## config.mk

```make
export PLATFORM = sky130hd
export DESIGN_NAME = im_loader
export DESIGN_NICKNAME = d
export VERILOG_FILES = /design/src/rtl/im_loader_pkg.sv /design/src/rtl/im_loader_csum.sv /design/src/rtl/im_loader.sv
export SDC_FILE = /design/constraint.sdc
export NUM_CORES = 1
export LEC_CHECK = 0
export ABC_AREA = 1
export BUFFER_PORTS_ARGS = -buffer_cell sky130_fd_sc_hd__buf_4
export CAP_MARGIN = 20
export CELL_PAD_IN_SITES_DETAIL_PLACEMENT = 0
export CELL_PAD_IN_SITES_GLOBAL_PLACEMENT = 2
export CORE_ASPECT_RATIO = 0.75
export CORE_MARGIN = 5
export CORE_UTILIZATION = 30
export CTS_BUF_LIST = sky130_fd_sc_hd__clkbuf_8
export DETAILED_ROUTE_END_ITERATION = 6
export PLACE_DENSITY = 0.83
export SYNTH_ARGS = -nofsm -noshare
export SYNTH_HDL_FRONTEND = slang
export SYNTH_SLANG_ARGS = --single-unit
```

## constraint.sdc

```tcl
create_clock -name clk -period 2.2 [get_ports clk]
set_input_delay 0 -clock clk [delete_from_list [all_inputs] [get_ports clk]]
set_output_delay 0 -clock clk [all_outputs]
set_load 0.005 [all_outputs]
```

## src/rtl/im_loader_pkg.sv

```systemverilog
// im_loader_pkg: state encoding and checksum rule for the IM program loader.
package im_loader_pkg;

    // Loader sequencer states
    typedef enum logic [2:0] {
        ST_IDLE   = 3'd0,
        ST_LOAD   = 3'd1,
        ST_FLUSH  = 3'd2,
        ST_VERIFY = 3'd3,
        ST_DONE   = 3'd4
    } state_t;

    // Checksum step: sum = rotl(sum, CSUM_ROT) ^ word
    localparam int CSUM_ROT = 1;

endpackage

```

## src/rtl/im_loader_csum.sv

```systemverilog
// im_loader_csum: rotate/xor checksum accumulator with synchronous clear and enable.
// sum_nxt exposes the value the accumulator would take this cycle, so a caller
// can compare against the final sum on the same edge the last word arrives.
module im_loader_csum
    import im_loader_pkg::*;
#(
    parameter int W = 32
) (
    input  logic         clk,
    input  logic         rst,
    input  logic         clr,
    input  logic         en,
    input  logic [W-1:0] din,
    output logic [W-1:0] sum,
    output logic [W-1:0] sum_nxt
);

    assign sum_nxt = ((sum << CSUM_ROT) | (sum >> (W - CSUM_ROT))) ^ din;

    // Accumulate one word per enabled cycle; clear wins over enable
    always_ff @(posedge clk or negedge rst) begin
        if (!rst) begin
            sum <= '0;
        end else if (clr) begin
            sum <= '0;
        end else if (en) begin
            sum <= sum_nxt;
        end
    end

endmodule

```

## src/rtl/im_loader.sv

```systemverilog
// im_loader: writes a stream of instruction words into IM from address 0 while
// holding the core in reset, then releases the core.
// Optional readback check of the loaded image: define IM_LOADER_VERIFY_EN.
// Stream handshake: a word transfers on every rising edge where s_valid and
// s_ready are both 1; s_ready depends only on state, never on s_valid, and the
// source must hold s_data stable while s_valid=1 and s_ready=0.
module im_loader
    import im_loader_pkg::*;
#(
    parameter int DataSize   = 32,
    parameter int IMAddrSize = 10
) (
    input  logic                  clk,
    input  logic                  rst,
    input  logic                  start,
    input  logic [IMAddrSize:0]   prog_len,
    input  logic                  s_valid,
    output logic                  s_ready,
    input  logic [DataSize-1:0]   s_data,
    output logic                  IM_enable,
    output logic                  IM_write,
    output logic                  IM_read,
    output logic [IMAddrSize-1:0] IM_address,
    output logic [DataSize-1:0]   IM_in,
    input  logic [DataSize-1:0]   IM_out,
    output logic                  cpu_hold,
    output logic                  busy,
    output logic                  done,
    output logic                  error,
    output logic [IMAddrSize:0]   words_written,
    output logic [DataSize-1:0]   checksum,
    output state_t                state_dbg
);

    localparam logic [IMAddrSize:0] MAX_LEN = {1'b1, {IMAddrSize{1'b0}}};
    localparam logic [IMAddrSize:0] CNT_ONE = {{IMAddrSize{1'b0}}, 1'b1};

    state_t              state;
    logic [IMAddrSize:0] len;
    logic [IMAddrSize:0] wr_cnt;
    logic                start_ok;
    logic                accept;
    logic [DataSize-1:0] unused_wr_nxt;

    assign s_ready   = (state == ST_LOAD);
    assign accept    = s_valid && s_ready;
    assign start_ok  = start && ((state == ST_IDLE) || (state == ST_DONE));
    assign state_dbg = state;

    im_loader_csum #(.W(DataSize)) u_wr_csum (
        .clk     (clk),
        .rst     (rst),
        .clr     (start_ok),
        .en      (accept),
        .din     (s_data),
        .sum     (checksum),
        .sum_nxt (unused_wr_nxt)
    );

`ifdef IM_LOADER_VERIFY_EN
    logic [IMAddrSize:0] rd_cnt;
    logic                ret_vld;
    logic [DataSize-1:0] unused_rb_sum;
    logic [DataSize-1:0] rb_nxt;
    logic                mismatch;

    im_loader_csum #(.W(DataSize)) u_rb_csum (
        .clk     (clk),
        .rst     (rst),
        .clr     (start_ok),
        .en      (ret_vld),
        .din     (IM_out),
        .sum     (unused_rb_sum),
        .sum_nxt (rb_nxt)
    );

    // Compared on the edge that folds in the last returned word
    assign mismatch = (rb_nxt != checksum);

    // IM_out carries read data the cycle after IM samples a read request
    always_ff @(posedge clk or negedge rst) begin
        if (!rst) begin
            ret_vld <= 1'b0;
        end else begin
            ret_vld <= IM_read;
        end
    end
`else
    logic unused_im_out;
    assign unused_im_out = ^IM_out;
`endif

    // Load sequencer: start handling, stream-to-IM writes, readback, status flags
    always_ff @(posedge clk or negedge rst) begin
        if (!rst) begin
            state         <= ST_IDLE;
            len           <= '0;
            wr_cnt        <= '0;
            IM_enable     <= 1'b0;
            IM_write      <= 1'b0;
            IM_read       <= 1'b0;
            IM_address    <= '0;
            IM_in         <= '0;
            cpu_hold      <= 1'b1;
            busy          <= 1'b0;
            done          <= 1'b0;
            error         <= 1'b0;
            words_written <= '0;
`ifdef IM_LOADER_VERIFY_EN
            rd_cnt        <= '0;
`endif
        end else begin
            IM_enable <= 1'b0;
            IM_write  <= 1'b0;
            IM_read   <= 1'b0;
            // A write registered last cycle commits in IM on this edge
            if (IM_write) begin
                words_written <= words_written + CNT_ONE;
            end
            case (state)
                ST_IDLE, ST_DONE: begin
                    if (start) begin
                        done          <= 1'b0;
                        error         <= 1'b0;
                        cpu_hold      <= 1'b1;
                        words_written <= '0;
                        wr_cnt        <= '0;
                        len           <= prog_len;
                        if (prog_len == '0) begin
                            state    <= ST_DONE;
                            done     <= 1'b1;
                            cpu_hold <= 1'b0;
                        end else if (prog_len > MAX_LEN) begin
                            state <= ST_DONE;
                            done  <= 1'b1;
                            error <= 1'b1;
                        end else begin
                            state <= ST_LOAD;
                            busy  <= 1'b1;
                        end
                    end
                end
                ST_LOAD: begin
                    if (accept) begin
                        IM_enable  <= 1'b1;
                        IM_write   <= 1'b1;
                        IM_address <= wr_cnt[IMAddrSize-1:0];
                        IM_in      <= s_data;
                        wr_cnt     <= wr_cnt + CNT_ONE;
                        if (wr_cnt == len - CNT_ONE) begin
                            state <= ST_FLUSH;
                        end
                    end
                end
                ST_FLUSH: begin
`ifdef IM_LOADER_VERIFY_EN
                    // Final write commits now; the first read is sampled next edge
                    state      <= ST_VERIFY;
                    IM_enable  <= 1'b1;
                    IM_read    <= 1'b1;
                    IM_address <= '0;
                    rd_cnt     <= CNT_ONE;
`else
                    state    <= ST_DONE;
                    busy     <= 1'b0;
                    done     <= 1'b1;
                    cpu_hold <= 1'b0;
`endif
                end
`ifdef IM_LOADER_VERIFY_EN
                ST_VERIFY: begin
                    if (rd_cnt != len) begin
                        IM_enable  <= 1'b1;
                        IM_read    <= 1'b1;
                        IM_address <= rd_cnt[IMAddrSize-1:0];
                        rd_cnt     <= rd_cnt + CNT_ONE;
                    end else if (ret_vld && !IM_read) begin
                        state    <= ST_DONE;
                        busy     <= 1'b0;
                        done     <= 1'b1;
                        error    <= mismatch;
                        cpu_hold <= mismatch;
                    end
                end
`endif
                default: begin
                    state <= ST_IDLE;
                end
            endcase
        end
    end

endmodule
```

-- After elaboration in Yosys (flattened, before gate mapping)
Cells that the tools add are included.
- flip-flop bits (word level): 115
- latch bits: 0
- bits in writable memories: 0
- ROM bits: 0
- input bits: 79
- output and inout bits: 96
- logic and storage cells: 70
- memories: 0
- add/subtract/negate cells: 3
- multipliers: 0
- divide/modulo/power cells: 0
- magnitude comparators: 1
- equality and inequality tests: 9
- shift-type cells: 0
- multiplexer cells: 28
- bitwise gates (word level): 2
- reductions and logical operators: 15
- operators by type and width (kind ; number):
    two-way mux 32 bit ; 2
    two-way mux 11 bit ; 5
    OR 32 x 1 -> 32 bit ; 1
    bitwise XOR 32 bit ; 1
    adder 11 x 1 -> 11 bit (second input constant) ; 2
    one-hot mux 11 bit (2 select lines) ; 1
    two-way mux 3 bit ; 5
    == test 11 bit ; 1
    > comparator 11 bit (second input constant) ; 1
    logical NOT 11 bit ; 1
    two-way mux 1 bit ; 11
    subtractor 11 x 1 -> 11 bit (second input constant) ; 1
    one-hot mux 3 bit (3 select lines) ; 1
    inequality test 2 bit (second input constant) ; 3
    one-hot mux 1 bit (2 select lines) ; 3
    AND reduction 2 bit ; 3
    AND reduction 3 bit ; 2
    nonzero test 2 bit ; 3
    inequality test 2 x 1 -> 1 bit (second input constant) ; 2
    AND reduction 4 bit ; 1
    == test 3 x 1 -> 1 bit (second input constant) ; 1
    == test 3 x 2 -> 1 bit (second input constant) ; 1
    == test 3 bit (second input constant) ; 1
    logical NOT 3 bit ; 1
    other kinds (3) ; 4

-- Longest topological paths before layout
- word-level depth: 5
- mapped depth: 14
- mapped depth without buffers: 14

-- Modules after synthesis
From an unflattened synthesis, not the netlist that was laid out.
- cell total of the unflattened synthesis: 807
- area total of the unflattened synthesis: 5895.7 um2
- modules (own cells, without submodules) (module ; times used ; cells each ; area an instance (um2) ; sequential area each (um2)):
    im_loader ; 1 ; 510 ; 3960.0 ; 2078.2
    im_loader_csum ; 1 ; 297 ; 1935.6 ; 800.8

-- Worst setup path before layout
OpenSTA, ideal clock, no wires.
- kind: reg2reg
- from: register len[0]
- to: register state[0], in the netlist state_dbg[0]
- library setup time: 125 ps
- arrival time: 1454 ps
- data required time: 2075 ps
- path slack: 621 ps
- cell stages (with the launch flop): 15
- path buffers: 0
- clock period less this slack: 1579 ps
- cell sequence: dfrtp_1 inv_1 ha_1 nand2_1 inv_1 nor2_1 nand2_1 nor2_1 nand2_1 nor2_1 nand2_1 nor2_1 nand3_1 nand2_1 nand3_1
- word-level cells in the longest chain between the ends: 4
- ends and longest elaborated chain (element ; RTL line ; source):
    start, declared ; im_loader.sv:39 ; logic [IMAddrSize:0] len;
    start signal, assigned ; im_loader.sv:128 ; len <= prog_len;
    subtractor 11 x 1 -> 11 bit ; im_loader.sv:150 ; if (wr_cnt == len - CNT_ONE) begin
    == test 11 bit ; im_loader.sv:150 ;
    inequality test 2 x 1 -> 1 bit (no line) ; - ;
    AND reduction 3 bit (no line) ; - ;
    end signal, assigned ; im_loader.sv:138 ; state <= ST_LOAD;
    end signal, assigned ; im_loader.sv:151 ; state <= ST_FLUSH;
    end signal, assigned ; im_loader.sv:164 ; state <= ST_DONE;
    end, declared ; im_loader.sv:38 ; state_t state;
No other way between the ends.
A chain may end at the register's enable or synchronous reset.

-- Final worst setup path
- from: register len[0]
- to: register state[1], in the netlist state_dbg[1]
Same word-level chain as after synthesis.

==> summary.md <==
| Metric | Value |
|---|---|
| Synth Flop Type | `dfrtp_1` |
| Post-layout min period | `approximately 2000 ps` |
| H-tree depth | `4` |
| Seq pwr share | `~38%` |
| Pin count of the biggest net entering global routing | `75` |
| Largest area contributor in the netlist | `dfrtp_1` |
| Switching Share | `a little under two fifths` |
| Place WS | `about 260 ps` |
| Clock transition at path regs | `approximately 70 ps` |
| Async set-reset flop share out of synthesis | `100%` |
| CTS tree | `built` |
| Max Freq | `514 MHz` |
| Register area share after synthesis | `a little over half` |
| TritonCTS buffer count | `17` |
| Count leader, synth | `nand2_1` |
| CP startpoint | `len[0]` |
| Largest cells by area after synthesis | `dfrtp_1, nand2_1, o21ai_0` |
| CTS Hold Bufs | `46` |
| R2R cell count | `10` |
| Largest family of logic cells by synthesized area | `simple AND/OR/NAND/NOR gates` |
| Crit path capture | `state_dbg[1]` |
| Synth top area share | `a little over half` |
| Avg Inst Size Synth | `approximately 8.4 um2` |
| Diode count | `0` |
| FF-to-FF End | `state_dbg[1]` |
| Synth Register Bits | `around 120` |
| Port Buffers | `roughly 140` |
| EDFF count, synth | `0` |
| Nets | `slightly above 900` |
| Die X | `between 150 and 200 um` |
| CP max FO | `7` |
| Synth top cells by count | `nand2_1, dfrtp_1, o21ai_0, nor2_1, inv_1` |
| M1 WL | `7420 um` |
| Post-Syn Area | `between 5000 and 6000 um2` |
| CP Capture Type | `flop` |
| Share of cells above drive strength 1 | `between 20% and 30%` |
| Relative slew margins | `around 64%` |
| Syn-to-layout area delta | `41.5%` |
| Number of max-cap violations | `0` |
| Combinational share of power | `approximately two fifths` |
| Power per Cell Area | `approximately 1300 nW/um2` |
| Clock sink count | `~120` |
| Fill cells | `between 1500 and 2000` |
| Resize count post-CTS | `0` |
| Worst setup margin | `253 ps` |
| Synth Area in Simple Gates | `a little over a quarter` |
| VDD IR max | `~600 uV` |
| Via density | `about 4.3` |
| DR top layer | `met4` |
| Die height | `about 130 um` |
| Synth Area in Compound Gates | `between 7 and 8%` |
| DR WL met3 | `between 900 and 1000 um` |
| RSZ-0062 raised after global routing | `false` |
| GRT overflow | `0` |
| Mux cell area share after synthesis | `0%` |
| Die Area | `20800 um2` |
| CTS root buf | `clkbuf_8` |
| Syn Nets | `between 700 and 800` |
| Internal Power | `6.05 mW` |
| Slew @ Worst Pin | `~540 ps` |
| Synth cell types | `34` |
| Leakage | `3.82 nW` |
| Internal reg-to-reg setup slack | `around 250 ps` |
| Syn. warnings | `0` |
| Post-DRT Antenna Nets | `0` |
| Gr usage total | `14.7%` |
| Final hold vios | `0` |
| Remaining DRCs | `0` |
| Setup Fix Bufs, Post-CTS | `0` |
| Core area | `roughly 18000 um2` |
| Min-delay worst type | `in -> async` |
| Area share of fa/ha/maj cells after synthesis | `less than 1%` |
| Total power | `9.63 mW` |
| CP startpoint kind | `flop` |
| Sequential cell area | `between 2000 and 3000 um2` |
| First-pass GRT wire length | `roughly 24000 um` |
| GPL Wtd Cong | `0.843` |
| CTS max path bufs | `2` |
| Worst Clk Skew | `7.76 ps` |
| Total negative setup slack | `0 ps` |
| Net Switching | `approximately 3.6 mW` |
| Max Transition Viols Final | `0` |
| DP HPWL | `around 11000 um` |
| DRT Pass-1 Iters | `4` |
| Req. time, crit path | `~2600 ps` |
| Clk_lat worst skew | `~430 ps` |
| Vias in the first global route | `roughly 4700` |
| Outcome | `complete, no violations` |
| Initial antenna violation count | `0` |
| Final WL | `around 15000 um` |
| Crit Reg-Reg Startpoint | `len[0]` |
| Critical path type | `reg -> reg` |
| I/O pins | `between 150 and 200` |
| # setup viols final | `0` |
| Final cycle utilization of the critical path | `approximately nine tenths` |
| Multi-input logic area | `roughly 2200 um2` |
| Clock Power Share | `around 22%` |
| Num rows | `42` |
| Post-Synth XOR/XNOR Area | `~7.4%` |
| Routed wire per std cell | `about 14 um` |
| Initial Utilization | `between 30% and 40%` |
| Vias | `about 4700` |
| Cells after Synth | `roughly 640` |
| Met2 wire length | `6410 um` |
| DR iter-0 viols | `about 270` |
| Worst Path Arrival | `~2300 ps` |
## how the worst min path moves through the flow
| stage | cells after the start | startpoint | to |
|---|---|---|---|
| final | 2 | rst | IM_in[22] |
| after global routing | 2 | rst | IM_in[22] |
| after CTS | 2 | rst | IM_in[22] |
| after detailed placement | 1 | rst | IM_in[22] |
| after global placement | 1 | rst | IM_in[23] |
| after floorplan | 0 | rst | IM_address[0] |
## registers in the layout, indices dropped and copies added (netlist names)
name and count:
IM_in 32, u_wr_csum.sum 32, len 11, words_written 11, wr_cnt 11, IM_address 10
state_dbg 3, IM_write 1, busy 1, cpu_hold 1, done 1, error 1
## area by class of cell
cell class              count  area share, %
clock buffers              19           3.43
clock inverters            12           2.15
inverters                  47           2.31
multi-input cells         458           29.3
flip-flops and latches    115           37.7
well taps                 242           3.97
repair buffers            197           21.1
## stage by stage
step                hold slack (ps)  instances  instance area, um2  utilization (%)
floorplan                      -296        642                5390                -
global placement               13.6       1013                6740             38.2
detailed placement             26.2       1013                6740             38.2
CTS                            79.5       1090                7630             43.2
global route                    126       1090                7630             43.2
finish                         85.7       1090                7630             43.2
## cells by family after synthesis
group                    count (synthesis)
adder cells (fa/ha/maj)                  3
AO/OA/AOI/OAI                           77
other                                    1
buffers and inverters                   69
XOR/XNOR                                44
AND/OR/NAND/NOR                        333
flip-flops                             115
## metal layers
| metal | global-route usage (%) | up-vias |
|---|---|---|
| met5 | 0 | - |
| met4 | 4.65 | 0 |
| met3 | 3.76 | 16 |
| met2 | 20.9 | 116 |
| met1 | 21.8 | 2178 |
| li1 | - | 2404 |
## power by group through the flow
stage               clock [mW]  combinational (mW)  sequential, mW
global placement             0                3.84            3.65
global route              2.30                4.37            3.78
CTS                       2.21                3.95            3.66
finish                    2.12                3.86            3.65
detailed placement           0                3.88            3.68
floorplan                    0                2.03            3.60
## placed cells by master, fill, tap and decap left out, types with 9 or more instances in the layout
cell type	instances
a21oi_1	9
dlygate4sd3_1	46
o21ai_0	65
nand3_1	25
clkbuf_8	19
buf_4	150
inv_1	46
dfrtp_1	114
nor2_1	50
nand2_1	230
xnor2_1	36
## critical path, cell delays in order (launching register included)
cell and delay, ps:
dfrtp_1 390, inv_1 140, ha_1 330, nand3_1 180, nor2_1 170, nand2_1 60, nand2_1 60, nand2_1 60
nor2_1 80, nand4_1 180, a21boi_0 210
No activity file was read; power rests on OpenSTA's default activity.
